[src/rtl/prism_cfg_sequencer.sv]
// Reconfiguration sequencer for PRISM: queues {addr,data} debug writes, halts PRISM,
// drains the queue into the shared debug port (host writes pre-empt), then re-enables it.
module prism_cfg_sequencer #(
  parameter int DEPTH        = 8,
  parameter int HALT_TIMEOUT = 255
) (
  input  logic                     clk,
  input  logic                     rst,
  input  logic                     host_wr,
  input  logic [5:0]               host_addr,
  input  logic [31:0]              host_wdata,
  input  logic                     q_push,
  input  logic [5:0]               q_addr,
  input  logic [31:0]              q_data,
  input  logic                     go,
  input  logic                     abort,
  input  logic                     prism_halted,
  output logic                     dbg_wr,
  output logic [5:0]               dbg_addr,
  output logic [31:0]              dbg_wdata,
  output logic                     prism_reset_o,
  output logic                     prism_enable_o,
  output logic [$clog2(DEPTH):0]   q_count,
  output logic                     q_full,
  output logic                     busy,
  output logic                     done_irq,
  output logic                     err
);

  localparam int AW = $clog2(DEPTH);
  localparam int CW = AW + 1;
  localparam logic [CW-1:0] DEPTH_C  = CW'(DEPTH);
  localparam logic [7:0]    TMO_LAST = 8'(HALT_TIMEOUT - 1);

  typedef enum logic [2:0] {
    S_IDLE    = 3'd0,
    S_HALT    = 3'd1,
    S_LOAD    = 3'd2,
    S_RELEASE = 3'd3,
    S_RUN     = 3'd4
  } state_e;

  state_e          state_q, state_d;
  logic [7:0]      tmo_q, tmo_d;
  logic [AW-1:0]   wr_ptr_q, wr_ptr_d, rd_ptr_q, rd_ptr_d;
  logic [CW-1:0]   count_q, count_d;
  logic            dbg_wr_q, dbg_wr_d;
  logic [5:0]      dbg_addr_q, dbg_addr_d;
  logic [31:0]     dbg_wdata_q, dbg_wdata_d;
  logic            rst_out_q, rst_out_d;
  logic            en_q, en_d;
  logic            done_q, done_d;
  logic            err_q, err_d;
  logic [37:0]     mem_q [DEPTH];
  logic            push_s, pop_s, q_full_s;

  assign q_full_s = (count_q == DEPTH_C);

  // Next-state, queue bookkeeping and debug-port grant.
  always_comb begin
    state_d     = state_q;
    tmo_d       = tmo_q;
    wr_ptr_d    = wr_ptr_q;
    rd_ptr_d    = rd_ptr_q;
    count_d     = count_q;
    rst_out_d   = rst_out_q;
    en_d        = en_q;
    done_d      = done_q;
    err_d       = err_q;
    push_s      = 1'b0;
    pop_s       = 1'b0;
    dbg_wr_d    = 1'b0;
    dbg_addr_d  = dbg_addr_q;
    dbg_wdata_d = dbg_wdata_q;

    if (q_push) begin
      if (!q_full_s) push_s = 1'b1;
      else           err_d  = 1'b1;
    end else begin
      push_s = 1'b0;
    end

    case (state_q)
      S_IDLE: begin
        if (go) begin
          state_d   = S_HALT;
          tmo_d     = 8'd0;
          rst_out_d = 1'b1;
          en_d      = 1'b0;
        end else begin
          state_d = S_IDLE;
        end
      end
      S_HALT: begin
        if (prism_halted) begin
          state_d = S_LOAD;
        end else if (tmo_q == TMO_LAST) begin
          err_d   = 1'b1;
          state_d = S_IDLE;
        end else begin
          tmo_d = tmo_q + 8'd1;
        end
      end
      S_LOAD: begin
        // Queue is checked before popping so the final pop's strobe lands before RELEASE.
        if (count_q == '0) begin
          state_d   = S_RELEASE;
          rst_out_d = 1'b0;
        end else if (!host_wr) begin
          pop_s = 1'b1;
        end else begin
          pop_s = 1'b0;
        end
      end
      S_RELEASE: begin
        state_d = S_RUN;
        en_d    = 1'b1;
        done_d  = 1'b1;
      end
      S_RUN: begin
        state_d = S_IDLE;
      end
      default: begin
        state_d = S_IDLE;
      end
    endcase

    if (abort) begin
      push_s    = 1'b0;
      pop_s     = 1'b0;
      state_d   = S_IDLE;
      wr_ptr_d  = '0;
      rd_ptr_d  = '0;
      count_d   = '0;
      rst_out_d = 1'b1;
      en_d      = 1'b0;
      err_d     = err_q;
      done_d    = done_q;
    end else begin
      wr_ptr_d = push_s ? wr_ptr_q + AW'(1) : wr_ptr_q;
      rd_ptr_d = pop_s  ? rd_ptr_q + AW'(1) : rd_ptr_q;
      case ({push_s, pop_s})
        2'b10:   count_d = count_q + CW'(1);
        2'b01:   count_d = count_q - CW'(1);
        default: count_d = count_q;
      endcase
    end

    if (host_wr) begin
      dbg_wr_d    = 1'b1;
      dbg_addr_d  = host_addr;
      dbg_wdata_d = host_wdata;
    end else if (pop_s) begin
      dbg_wr_d    = 1'b1;
      dbg_addr_d  = mem_q[rd_ptr_q][37:32];
      dbg_wdata_d = mem_q[rd_ptr_q][31:0];
    end else begin
      dbg_wr_d = 1'b0;
    end
  end

  // Control and output registers.
  always_ff @(posedge clk) begin
    if (rst) begin
      state_q     <= S_IDLE;
      tmo_q       <= 8'd0;
      wr_ptr_q    <= '0;
      rd_ptr_q    <= '0;
      count_q     <= '0;
      dbg_wr_q    <= 1'b0;
      dbg_addr_q  <= 6'd0;
      dbg_wdata_q <= 32'd0;
      rst_out_q   <= 1'b0;
      en_q        <= 1'b0;
      done_q      <= 1'b0;
      err_q       <= 1'b0;
    end else begin
      state_q     <= state_d;
      tmo_q       <= tmo_d;
      wr_ptr_q    <= wr_ptr_d;
      rd_ptr_q    <= rd_ptr_d;
      count_q     <= count_d;
      dbg_wr_q    <= dbg_wr_d;
      dbg_addr_q  <= dbg_addr_d;
      dbg_wdata_q <= dbg_wdata_d;
      rst_out_q   <= rst_out_d;
      en_q        <= en_d;
      done_q      <= done_d;
      err_q       <= err_d;
    end
  end

  // Queue storage; contents are don't-care until written.
  always_ff @(posedge clk) begin
    if (push_s) begin
      mem_q[wr_ptr_q] <= {q_addr, q_data};
    end
  end

  assign dbg_wr         = dbg_wr_q;
  assign dbg_addr       = dbg_addr_q;
  assign dbg_wdata      = dbg_wdata_q;
  assign prism_reset_o  = rst_out_q;
  assign prism_enable_o = en_q;
  assign q_count        = count_q;
  assign q_full         = q_full_s;
  assign busy           = (state_q != S_IDLE);
  assign done_irq       = done_q;
  assign err            = err_q;

endmodule
[config.mk]
export PLATFORM = sky130hd
export DESIGN_NAME = prism_cfg_sequencer
export DESIGN_NICKNAME = d
export VERILOG_FILES = /design/src/rtl/prism_cfg_sequencer.sv
export SDC_FILE = /design/constraint.sdc
export NUM_CORES = 1
export LEC_CHECK = 0
export ABC_AREA = 1
export ABC_CLOCK_PERIOD_IN_PS = 5550
export CAP_MARGIN = 20
export CORE_ASPECT_RATIO = 1.4
export CORE_MARGIN = 10
export CORE_UTILIZATION = 55
export CTS_CLUSTER_DIAMETER = 120
export DETAILED_ROUTE_END_ITERATION = 8
export GPL_TIMING_DRIVEN = 0
export PLACE_DENSITY = 0.77
export SYNTH_ARGS = -nofsm -noshare
export SYNTH_HDL_FRONTEND = slang
export SYNTH_SLANG_ARGS = --single-unit
[constraint.sdc]
create_clock -name clk -period 5.55 [get_ports clk]
set_clock_uncertainty 0.05 [all_clocks]
set_input_delay 0.8325 -clock clk [delete_from_list [all_inputs] [get_ports clk]]
set_output_delay 0.8325 -clock clk [all_outputs]
set_load 0.005 [all_outputs]
==> results.ini <==
[run_status]
outcome = completed

[synthesis]
async_reset_ff_frac = 0
yosysTopAreaCell = edfxtp_1
ys.flop_type = edfxtp_1
ys_top_cells_by_count = edfxtp_1 (304), nor2_1 (259), o21ai_1 (90)
ys_warn_count = 0
synth_edf_count = 304
yosysUniqueCellTypes = 37
ys_ff_latch = 371
syn_nets = 1341
netlist_area_mm2 = 0.0150
synthTopCellsByArea = edfxtp_1 (61%), dfxtp_1 (8.9%), nor2_1 (6.5%), o211ai_1 (3.8%), o21ai_1 (3.0%)
synthCells = 1252
yosys.area.top_type_share = 0.608
syn_area_per_cell_um2 = 12.0
yosysMostFrequentCell = edfxtp_1
yosysSeqAreaShare = 0.698

[global_routing]
track_usage = 0.217
grt_pass1_wl_um = 59200
antenna_found_initial = 3
grt_overflow_total = 0
grt_pass1_vias = 10700
grt_max_degree = 26

[cells_and_area]
drive_above_1_share = 0.120
final_net_count = 1527
areaGrowthSynthToFinish_pct = 20.7
finalNonFillerCells = 1831
postLayoutCellArea_mm2 = 0.0181
n_fill_cell = 1948

[setup_path]
crit_required_ns = 5.71
crit_fanout = 11
worstPathCellList = clkdlybuf4s50_1 -> nand2_1 -> buf_2 -> nor2_1 -> inv_2 -> nor3_2 -> buf_6 -> buf_6
cp_common_cell = buf_6
crit_path_end_kind = flip-flop
cp-start-kind = input port
critPathSlowestCell = nor3_2
critPathKind = input port to flip-flop
max_stage_delay_ns = 0.72
arrival_ns = 3.04

[timing]
hold_violations = 0
tightest_slew_ns = 0.939
rsz0062_at_grt = no
whs_ns = 0.406
setup_viol = 0
maxSlewViolCount = 0
timing.final.ws_setup_ns = 2.67
timing.final.crit_period_ns = 2.88
slew_headroom = 0.370
fmax_mhz = 347
timing.final.crit_share = 0.519

[floorplanning]
io_pins = 132
placementRows = 71
die_y_um = 215
core_mm2 = 0.0269
initial_core_util = 0.557
die-area_mm2 = 0.0344
die_x_um = 160

[clock_tree]
cts-root-buf = clkbuf_16
clk_latency_ns = 0.51
path_clk_slew_ns = 0.06
hold_buffers = 0
cts_tree = done
cts.sinks = 371
clk_path_buf_depth = 3
cts_buffers = 35
postCtsResizedCells = 0
post_cts_buffers = 0
htreeDepth = 2

[routing]
vias = 10600
vias_per_cell = 5.80
firstDrtPassIters = 5
wl_per_cell_um = 21.0
drt_wl_total_um = 38500
detail_route.iter0.violations = 1060
drcViolationCount = 0
ant_nets = 0

[placement]
port_buffers = 130
placed_area_mm2 = 0.0171
dpl.hpwl_um = 26000
dp.cells = 1766
gp_congestion = 0.812
pre_cts_ws_ns = 2.18

[pwr]
ir_worst_vdd_mv = 0.227
p_per_area_mw_per_mm2 = 308
p_leak_nw = 6.09

[hold_path]
hold_path.class = flip-flop to flip-flop

[run]
max-cap-violations = 0

==> layer usage <==
layer / GRT usage / vias up / part of all wire
li1: - / 4910 / -
met1: 0.253 / 5138 / 0.38
met2: 0.377 / 486 / 0.51
met3: 0.0425 / 88 / 0.074
met4: 0.101 / 2 / 0.037
met5: 0 / - / 0.00026
==> final timing paths <==
check / start / endpoint / slack (ns) / cells after the start
worst max-delay path: q_push / mem_q[4][7] / 2.67 / 8
worst min-delay path: done_irq / done_irq / 0.41 / 2
worst min register to register: done_irq / done_irq / 0.41 / 2
worst max register to register: q_count[0] / mem_q[4][7] / 2.88 / 9
==> per-stage QoR <==
stage,total power [mW],util,setup TNS (ns)
final,5.58,0.673,0
after CTS,5.59,0.672,0
after global placement,3.43,0.623,-223.36
after global routing,5.74,0.673,0
after detailed placement,3.44,0.634,0
after floorplan,3.26,-,0
==> power breakdown <==
group / total [mW] / internal, mW / leakage [nW] / switching [mW]
Combinational: 0.308 / 0.145 / 2.29 / 0.163
Clock: 2.19 / 1.22 / 0.499 / 0.970
Sequential: 3.08 / 3.05 / 3.30 / 0.0220
==> layout make-up <==
type                            count  area (µm²)  share of cell area
Timing Repair Buffer              149        1550              0.0858
Tap cell                          365         457              0.0252
Sequential cell                   371       10500               0.578
Multi-Input combinational cell    766        3970               0.219
Clock inverter                     12        58.8             0.00325
Antenna cell                        3        7.51            0.000415
Buffer                             80         479              0.0265
Inverter                           35         136             0.00753
Clock buffer                       50         975              0.0538
==> cell families after synthesis <==
logic type,share of synthesized area
AND/OR/NAND/NOR,0.107
flip-flops,0.698
AO/OA/AOI/OAI,0.147
buffers and inverters,0.0410
adder cells (fa/ha/maj),0.00500
XOR/XNOR,0.00233
==> sequential cells by signal, indices dropped and copies added (netlist names), named ones only <==
name / flops
state_q: 3
tmo_q: 8
dbg_wdata: 32
mem_q: 304
q_count: 4
done_irq: 1
prism_enable_o: 1
wr_ptr_q: 3
dbg_addr: 6
rd_ptr_q: 3
prism_reset_o: 1
err: 1
dbg_wr: 1
==> worst max-delay path, delay by kind of cell <==
family                 cells  cell delay [ns]
buffers and inverters      5             1.24
and+or+nand+nor            3             0.96
==> cells in the final DEF, fill, tap and decap left out, drive strengths merged <==
cell type      count
a211oi             1
a21oi             92
a31oi              1
and2               1
buf               68
clkbuf            81
clkdlybuf4s50    130
clkinv            10
clkinvlp           2
dfxtp             67
diode              3
edfxtp           304
ha                 6
inv               35
nand2             51
nand3             56
nand3b             1
nand4              2
nor2             264
nor3              10
nor3b              1
o211ai            76
o21ai            200
xor2               4
Power figures use the tool's default switching activity.
